`src/rtl/muxn_scan_pkg.sv`:
```
// Shared types and constants for the scanning N:1 multiplexer.
package mux_pkg;

    typedef enum logic {S_IDLE, S_SCAN} scan_state_t;

    localparam logic MODE_DIRECT = 1'b0;
    localparam logic MODE_SCAN   = 1'b1;

endpackage : mux_pkg

```
`src/rtl/muxn_scan_if.sv`:
```
// Channel/control bundle between the operand sources, the controller and muxn_scan.
interface muxn_scan_if #(
    parameter int W    = 8,
    parameter int N    = 5,
    parameter int SELW = (N == 1) ? 1 : $clog2(N)
);
    logic [N*W-1:0]  d;
    logic [SELW-1:0] s;
    logic            mode;
    logic            start;
    logic            hold;
    logic [W-1:0]    y;
    logic            y_valid;
    logic [SELW-1:0] sel_cur;
    logic            done;
    logic            busy;

    // Controller side: drives channels and control, observes the registered result.
    modport master (
        output d, s, mode, start, hold,
        input  y, y_valid, sel_cur, done, busy
    );

    // Multiplexer side.
    modport slave (
        input  d, s, mode, start, hold,
        output y, y_valid, sel_cur, done, busy
    );
endinterface : muxn_scan_if

```
`src/rtl/muxn_scan_muxn.sv`:
```
// Combinational N:1 multiplexer; out-of-range selects give all-zero, never X.
module muxn #(
    parameter int W    = 8,
    parameter int N    = 5,
    parameter int SELW = (N == 1) ? 1 : $clog2(N)
) (
    input  logic [N*W-1:0]  d,
    input  logic [SELW-1:0] sel,
    output logic [W-1:0]    y
);

    // Pick the channel whose index equals sel; no match leaves the zero default.
    always_comb begin
        // NOTE: default first so every path assigns y and no latch is inferred.
        y = '0;
        for (int k = 0; k < N; k++) begin
            if (sel == SELW'(k)) begin
                y = d[k*W +: W];
            end
        end
    end

endmodule : muxn

```
`src/rtl/muxn_scan.sv`:
```
// Registered N:1 multiplexer with direct-select and scan-all-channels modes.
module muxn_scan
    import mux_pkg::*;
#(
    parameter int W    = 8,
    parameter int N    = 5,
    parameter int SELW = (N == 1) ? 1 : $clog2(N)
) (
    input  logic         clk,
    input  logic         reset,
    muxn_scan_if.slave   bus
);

    scan_state_t     state;
    logic [SELW-1:0] cnt;
    logic [SELW-1:0] mux_sel;
    logic [W-1:0]    mux_y;

    // Mux select: direct select in IDLE/direct and on abort, 0 on the start edge, cnt while scanning.
    always_comb begin
        mux_sel = '0;
        if (bus.mode == MODE_DIRECT) begin
            mux_sel = bus.s;
        end else if (state == S_SCAN) begin
            mux_sel = cnt;
        end
    end

    muxn #(
        .W    (W),
        .N    (N),
        .SELW (SELW)
    ) u_muxn (
        .d   (bus.d),
        .sel (mux_sel),
        .y   (mux_y)
    );

    // Scan FSM, counter and registered outputs; reset is synchronous.
    always_ff @(posedge clk) begin
        // NOTE: non-blocking assignments keep every register updating from pre-edge values.
        if (reset) begin
            state       <= S_IDLE;
            cnt         <= '0;
            bus.y       <= '0;
            bus.y_valid <= 1'b0;
            bus.sel_cur <= '0;
            bus.done    <= 1'b0;
        end else begin
            bus.done <= 1'b0;
            unique case (state)
                S_IDLE: begin
                    if (bus.mode == MODE_DIRECT) begin
                        bus.y       <= mux_y;
                        bus.sel_cur <= bus.s;
                        bus.y_valid <= 1'b1;
                    end else if (bus.start) begin
                        bus.y       <= mux_y;
                        bus.sel_cur <= '0;
                        bus.y_valid <= 1'b1;
                        if (N == 1) begin
                            bus.done <= 1'b1;
                        end else begin
                            cnt   <= SELW'(1);
                            state <= S_SCAN;
                        end
                    end else begin
                        bus.y_valid <= 1'b0;
                    end
                end
                S_SCAN: begin
                    if (bus.mode == MODE_DIRECT) begin
                        // Abort: leave the scan silently and perform the direct load.
                        state       <= S_IDLE;
                        cnt         <= '0;
                        bus.y       <= mux_y;
                        bus.sel_cur <= bus.s;
                        bus.y_valid <= 1'b1;
                    end else if (bus.hold) begin
                        bus.y_valid <= 1'b0;
                    end else begin
                        bus.y       <= mux_y;
                        bus.sel_cur <= cnt;
                        bus.y_valid <= 1'b1;
                        if (cnt == SELW'(N - 1)) begin
                            bus.done <= 1'b1;
                            cnt      <= '0;
                            state    <= S_IDLE;
                        end else begin
                            cnt <= cnt + SELW'(1);
                        end
                    end
                end
                default: state <= S_IDLE;
            endcase
        end
    end

    assign bus.busy = (state == S_SCAN);

endmodule : muxn_scan

```
`src/flat_wrapper.sv`:
```
// flat-port wrapper written by rule: the top's interface ports become plain ports
module muxn_scan_flat import mux_pkg::*;
#(
    parameter int W    = 8,
    parameter int N    = 5,
    parameter int SELW = (N == 1) ? 1 : $clog2(N)
)
  (clk, reset, bus_d, bus_s, bus_mode, bus_start, bus_hold, bus_y, bus_y_valid, bus_sel_cur, bus_done, bus_busy);
  muxn_scan_if #(.W(W), .N(N), .SELW(SELW)) bus_i ();
  input  logic clk;
  input  logic reset;
  input wire logic [$bits(bus_i.d)-1:0] bus_d;
  input wire logic [$bits(bus_i.s)-1:0] bus_s;
  input wire logic [$bits(bus_i.mode)-1:0] bus_mode;
  input wire logic [$bits(bus_i.start)-1:0] bus_start;
  input wire logic [$bits(bus_i.hold)-1:0] bus_hold;
  output wire logic [$bits(bus_i.y)-1:0] bus_y;
  output wire logic [$bits(bus_i.y_valid)-1:0] bus_y_valid;
  output wire logic [$bits(bus_i.sel_cur)-1:0] bus_sel_cur;
  output wire logic [$bits(bus_i.done)-1:0] bus_done;
  output wire logic [$bits(bus_i.busy)-1:0] bus_busy;
  assign bus_i.d = bus_d;
  assign bus_i.s = bus_s;
  assign bus_i.mode = bus_mode;
  assign bus_i.start = bus_start;
  assign bus_i.hold = bus_hold;
  assign bus_y = bus_i.y;
  assign bus_y_valid = bus_i.y_valid;
  assign bus_sel_cur = bus_i.sel_cur;
  assign bus_done = bus_i.done;
  assign bus_busy = bus_i.busy;
  muxn_scan #(.W(W), .N(N), .SELW(SELW)) u_core (.clk(clk), .reset(reset), .bus(bus_i));
endmodule
```
`config.mk`:
```
export PLATFORM = sky130hd
export DESIGN_NAME = muxn_scan_flat
export DESIGN_NICKNAME = d
export VERILOG_FILES = /design/src/rtl/muxn_scan_pkg.sv /design/src/rtl/muxn_scan_if.sv /design/src/rtl/muxn_scan_muxn.sv /design/src/rtl/muxn_scan.sv /design/src/flat_wrapper.sv
export SDC_FILE = /design/constraint.sdc
export NUM_CORES = 1
export LEC_CHECK = 0
export ABC_CLOCK_PERIOD_IN_PS = 2200
export CAP_MARGIN = 15
export CELL_PAD_IN_SITES_DETAIL_PLACEMENT = 0
export CELL_PAD_IN_SITES_GLOBAL_PLACEMENT = 1
export CORE_UTILIZATION = 28
export CTS_CLUSTER_DIAMETER = 100
export CTS_CLUSTER_SIZE = 12
export DETAILED_ROUTE_END_ITERATION = 8
export PLACE_DENSITY = 0.8
export SETUP_SLACK_MARGIN = 0.1
export SYNTH_ARGS = -nofsm -noshare
export SYNTH_HDL_FRONTEND = slang
export SYNTH_HIERARCHICAL = 1
export SYNTH_SLANG_ARGS = --single-unit
```
`constraint.sdc`:
```
create_clock -name clk -period 2.2 [get_ports clk]
set_input_delay 0.33 -clock clk [delete_from_list [all_inputs] [get_ports clk]]
set_output_delay 0.33 -clock clk [all_outputs]
set_load 0.01 [all_outputs]
```
==> results of run 1 <==
## how the worst max path moves through the flow
stage	to	cells past startpoint
CTS	u_core/bus.y[7]	8
finish	u_core/bus.y[7]	10
global route	u_core/bus.y[6]	10
global placement	u_core/bus.y[7]	8
detailed placement	u_core/bus.y[7]	8
floorplan	u_core/bus.y[0]	10
## cell usage in the layout, fill, tap and decap left out, types with 4 or more instances in the layout
cell type	netlist	routed
o21ai_0	6	6
o21a_1	6	6
clkdlybuf4s50_1	0	61
nand2b_1	24	24
nor2_1	4	4
nand2_1	8	7
dfxtp_1	17	17
nand3_1	6	6
buf_4	4	12
nand3b_1	4	4
a21oi_1	7	7
mux2i_1	20	20
## power by group
| part | internal, mW | leakage (nW) | switching, mW |
|---|---|---|---|
| combinational | 0.188 | 0.591 | 0.111 |
| sequential | 0.330 | 0.140 | 0.0132 |
| clock | 0.128 | 0.0228 | 0.107 |
## area by class of cell
class	instances	area, sq um
Timing Repair Buffer	74	720.7
Multi-Input combinational cell	118	823.3
Sequential cell	17	340.3
Fill cell	465	2322
Tap cell	52	65.06
Inverter	2	7.507
Clock buffer	4	45.04
## per-stage QoR
stage / util / std cells / TNS (ns) / setup WS [ns]
global route: 0.4630 / 267 / 0 / 0.1176
CTS: 0.4612 / 267 / 0 / 0.1995
floorplan: - / 150 / 0 / 0.4954
global placement: 0.4508 / 263 / -0.08940 / -0.04187
finish: 0.4630 / 267 / 0 / 0.2718
detailed placement: 0.4508 / 263 / -0.2696 / -0.07449
## sequential cells by signal, summed over array words and instances, names as in the netlist
name and flops:
u_core/cnt 3, u_core/bus.y_valid 1, u_core/bus.busy 1, u_core/bus.done 1
u_core/bus.sel_cur 3, u_core/bus.y 8
## worst reg2reg max path, cell delays in order (launching register included)
cell and delay, ns:
dfxtp_1 0.41, nand3_1 0.15, nand2_2 0.21, mux2i_1 0.22
nor3_1 0.05, or3_1 0.34, nand2b_1 0.11, mux2i_1 0.07
## layer usage
metal / share of wire / vias to the layer above
met1: 0.46 / 579
li1: - / 664
met2: 0.49 / 36
met3: 0.053 / 2
met4: 0.0033 / 0
met5: 0 / -
## kinds of logic after synthesis
kind of cell	Yosys count	share of synthesized area
fa+ha+maj	2	0.01988
flops	17	0.2704
compound gates	38	0.2078
simple gates	58	0.2614
mux	20	0.1590
buf+inv	15	0.08151
==> summary.txt, run 1 <==
Clock tree
  • Num CTS Buffers: 3
  • Clk buf depth: 2
  • Clock Sinks: 17
  • Hold buffers post-CTS: 0
  • CTS tree: built
  • Worst-Skew Late Latency: 0.25 ns
  • Reg clk slew, reported paths: 0.07 ns
  • Clock root buffer: clkbuf_8
  • Post-CTS setup buffer count: 0
  • H-tree Lvls: 1
  • Post_cts resized: 0

Setup path
  • CP endpoint kind: register
  • Crit path arrival time: 2.07 ns
  • Setup crit start: bus_mode
  • Reg2reg start: u_core/bus.busy
  • Delay-heaviest family, CP: buffers and inverters
  • Crit path cell chain: clkdlybuf4s50_1 > buf_4 > nand3_1 > nand2_1 > buf_4 > nand2b_1 > a21oi_1 > or3_1 > nand2b_1 > mux2i_1
  • Required time of the critical path: 2.34 ns
  • Critical path's largest stage delay: 0.55 ns
  • Worst Path Buf+Inv: 3
  • Startpoint Class: primary input
  • R2r setup slk: 0.54 ns
  • RR Endpoint: u_core/bus.y[7]
  • Crit path max-delay cell type: clkdlybuf4s50_1
  • Critical Path Fanout Max: 6
  • Reg2Reg Depth: 7
  • Setup CP Type: in -> reg

Synthesis
  • Seq cells post-synth: 17
  • Post-synthesis async set-or-reset flop share: 0
  • Mean Syn Cell Area: 8.391 sq um
  • Most frequent cell after synthesis: nand2b_1
  • Synth area leader: dfxtp_1
  • Mapped Area: 0.001259 sq mm
  • Synth cell types: 37
  • Mapped Cells: 150
  • Largest cells by area after synthesis: dfxtp_1, mux2i_1, nand2b_1, o21a_1, a21oi_1
  • Synth warnings: 6
  • Top cells by count, synth: nand2b_1, mux2i_1, dfxtp_1
  • Top_reg_cell synth: dfxtp_1
  • Register area share after synthesis: 0.2704
  • EDFF count, synth: 0
  • Syn Nets: 200
  • Post-synth top area share: 0.2704

Die
  • I/O pins: 62
  • CORE AREA: 0.004324 sq mm
  • Die ar.: 0.004767 sq mm
  • Die X: 69.05 um
  • Row cnt: 24
  • Die Y: 69.05 um
  • Initial Util: 0.2911

Global route
  • First-pass GRT wire length: 5747 um
  • GRT overflow: 0
  • Vias in the first global route: 1305
  • GRT met3 Usage: 0.03655
  • Initial antenna violation count: 0
  • GR peak layer: met2
  • Tot GR Track Use: 0.1441
  • Met1 global-route usage: 0.1754
  • GR Layer Usage met2: 0.2589
  • Largest net degree at the start of global routing: 25

Job
  • Max Cap Viol: 0

STA
  • Final Hold Vio Count: 0
  • Final max-slew violation count: 0
  • Hold_ws: 0.4746 ns
  • Clock Skew: 0.005009 ns
  • FMAX: 518.6 MHz
  • Finish-stage setup viols: 0
  • Min Tclk post-route: 1.928 ns
  • RSZ-0062 raised after global routing: false
  • Tightest Pin Transition: 0.7089 ns
  • Period utilization: 0.8764
  • Slew headroom: 0.5259

Placed design
  • Port-buffer cells: 61
  • GPL Wtd Cong: 0.8390
  • Area post-placement: 0.001949 sq mm
  • HPWL after DPL: 2574 um

Pwr
  • PwrDens: 438.4 mW/mm^2
  • Leakage: 0.7538 nW
  • VDD IR-drop max: 0.0002581 V
  • Total Power: 877.6 uW

Route
  • Via count: 1281
  • DRC viols: 0
  • Routed WL: 3290 um
  • DR pass1 iterations: 4
  • Wire length per cell: 12.32 um
  • Routed Antenna Nets: 0
  • DR iter-0 viols: 53
  • Via/cell ratio: 4.798

Finish
  • Antenna fix cells: 0
  • Final instance area: 0.002002 sq mm
  • Layout cell share with drive strength beyond 1: 0.09302
  • Synth-to-Final Area Change: 59.05%
  • Final-stage net count: 266

Worst hold path
  • Hold EP: u_core/bus.y[1]
  • WHS Path Cells: 2
  • Min-Delay Path Class: reg -> reg
  • Hold Startpoint: u_core/bus.y[1]

Outcome
  • Status: finished, final reports clean
Note: power is estimated with default switching activity, not from simulation.
==> inputs of run 2 (changes only) <==
--- a/config.mk
+++ b/config.mk
@@ -9,6 +9,7 @@
 export CAP_MARGIN = 15
 export CELL_PAD_IN_SITES_DETAIL_PLACEMENT = 0
 export CELL_PAD_IN_SITES_GLOBAL_PLACEMENT = 1
+export CORE_ASPECT_RATIO = 1.2
 export CORE_UTILIZATION = 28
 export CTS_CLUSTER_DIAMETER = 100
 export CTS_CLUSTER_SIZE = 12
==> summary.txt, run 2 (synthesized netlist as in run 1, its figures left out) <==
Setup path
  • Critical path's largest stage delay: 0.45 ns (-0.10 ns)
  • Crit path arrival time: 2.08 ns (about the same)
  • CP endpoint kind: register
  • Required time of the critical path: 2.38 ns (+0.04 ns)
  • Startpoint Class: primary input
  • Crit path cell chain: clkdlybuf4s50_1 > buf_4 > nand2b_1 > nand2_1 > buf_12 > buf_12 > mux2i_1 > o21a_1 > o22ai_1 > nand2b_1 > mux2i_1
  • Crit path max-delay cell type: clkdlybuf4s50_1
  • Critical Path Fanout Max: 11 (+5)
  • Setup CP Type: in -> reg

Clock tree
  • Clock root buffer: clkbuf_8
  • Post_cts resized: 0 (unchanged)
  • Worst-Skew Late Latency: 0.25 ns (about the same)
  • H-tree Lvls: 1 (unchanged)
  • Clock Sinks: 17 (unchanged)
  • CTS tree: built
  • Num CTS Buffers: 3 (unchanged)
  • Hold buffers post-CTS: 0 (unchanged)
  • Reg clk slew, reported paths: 0.07 ns (about the same)
  • Clk buf depth: 2 (unchanged)
  • Post-CTS setup buffer count: 0 (unchanged)

Global route
  • Vias in the first global route: 1217 (-6.7%)
  • GRT overflow: 0 (unchanged)
  • Tot GR Track Use: 0.1527 (+0.008527)
  • First-pass GRT wire length: 5720 um (-0.47%)
  • Initial antenna violation count: 0 (unchanged)
  • Largest net degree at the start of global routing: 26 (+4.0%)

Route
  • Via count: 1282 (+0.078%)
  • Wire length per cell: 12.94 um (+5.0%)
  • Via/cell ratio: 4.766 (-0.67%)
  • DR pass1 iterations: 4 (unchanged)
  • DR iter-0 viols: 41 (-23%)
  • Routed WL: 3480 um (+5.8%)
  • Routed Antenna Nets: 0 (unchanged)
  • DRC viols: 0 (unchanged)

Placed design
  • HPWL after DPL: 2670 um (+3.7%)
  • Setup WS pre-CTS: 0.03467 ns (+0.1092 ns)
  • GPL Wtd Cong: 0.7449 (-11%)
  • Area post-placement: 0.001964 sq mm (+0.77%)
  • Placed cell count: 265 (+0.76%)
  • Port-buffer cells: 61 (unchanged)

Outcome
  • Status: finished, final reports clean

Pwr
  • PwrDens: 440.0 mW/mm^2 (+0.37%)
  • VDD IR-drop max: 0.0003149 V (+22%)
  • Total Power: 884.7 uW (+0.81%)
  • Leakage: 0.7530 nW (-0.10%)

Finish
  • Layout cell share with drive strength beyond 1: 0.07512 (-0.01791)
  • Top flop regs: u_core/bus.y (8), u_core/bus.sel_cur (3), u_core/cnt (3)
  • Non-filler instance count after layout: 269 (+0.75%)
  • Synth-to-Final Area Change: 59.74%
  • Final instance area: 0.002011 sq mm (+0.44%)
  • Antenna fix cells: 0 (unchanged)
  • Register with the most flip-flops: u_core/bus.y
  • Number of flip-flops in the largest register: 8 (unchanged)
  • Commonest non-fill, non-tap cell in the layout: clkdlybuf4s50_1
  • Final core utilization: 0.4682 (+0.005277)
  • Final-stage net count: 264 (-0.75%)
  • Most frequent cells in the layout: clkdlybuf4s50_1, nand2b_1, mux2i_1, dfxtp_1

STA
  • Tightest Pin Transition: 0.7186 ns (+0.009716 ns)
  • RSZ-0062 raised after global routing: false
  • Final max-slew violation count: 0 (unchanged)
  • Period utilization: 0.8634 (-0.01304)
  • Finish-stage setup viols: 0 (unchanged)
  • Clock Skew: 0.0005638 ns (-0.004445 ns)
  • Min Tclk post-route: 1.899 ns (-0.02869 ns)
  • Hold_ws: 0.4758 ns (+0.001185 ns)
  • Final Hold Vio Count: 0 (unchanged)
  • Final worst-path setup slack: 0.3005 ns (+0.02870 ns)
  • Slew headroom: 0.5194 (-0.006498)
  • Post-Route Setup TNS: 0 ns (unchanged)
  • FMAX: 526.5 MHz (+1.5%)

Die
  • Row cnt: 26 (+8.3%)
  • Die X: 63.21 um (-8.5%)
  • CORE AREA: 0.004294 sq mm (-0.69%)
  • Die ar.: 0.004769 sq mm (about the same)
  • Initial Util: 0.2931 (+0.002036)
  • I/O pins: 62 (unchanged)
  • Die Y: 75.45 um (+9.3%)

Worst hold path
  • Min-Delay Path Class: reg -> reg

Job
  • Max Cap Viol: 0 (unchanged)
## run 2: layout make-up
cell class,instances,area (sq um)
fill,469,2283
sequential,17,340.3
clock inverter,1,5.005
inverter,2,7.507
timing repair buffer,72,730.7
tap,56,70.07
multi-input combinational,118,815.8
clock buffer,3,41.29
## run 2: final timing paths
| check | slack (ns) | cells past startpoint | start | endpoint |
|---|---|---|---|---|
| worst min-delay path | 0.48 | 2 | u_core/bus.y[3] | u_core/bus.y[3] |
| worst min register to register | 0.48 | 2 | u_core/bus.y[3] | u_core/bus.y[3] |
| worst max register to register | 0.36 | 8 | u_core/bus.busy | u_core/bus.y[7] |
| worst max-delay path | 0.30 | 11 | bus_mode | u_core/bus.y[2] |
## run 2: power by group
group	internal (mW)	switching, mW
clock network	0.126	0.112
registers	0.330	0.0143
logic	0.191	0.112
## run 2: routing by layer
| metal | vias up | GRT usage | share of wire |
|---|---|---|---|
| li1 | 664 | - | - |
| met1 | 574 | 0.1706 | 0.43 |
| met2 | 44 | 0.2987 | 0.50 |
| met3 | 0 | 0.03892 | 0.070 |
| met4 | 0 | 0.02273 | 0 |
| met5 | - | 0 | 0 |
## run 2: worst max-delay path, delay by kind of cell
kind                   cells  cell delay (ns)
buffers and inverters      4             0.88
AO/OA/AOI/OAI              2             0.32
AND/OR/NAND/NOR            3             0.31
multiplexers               2             0.23
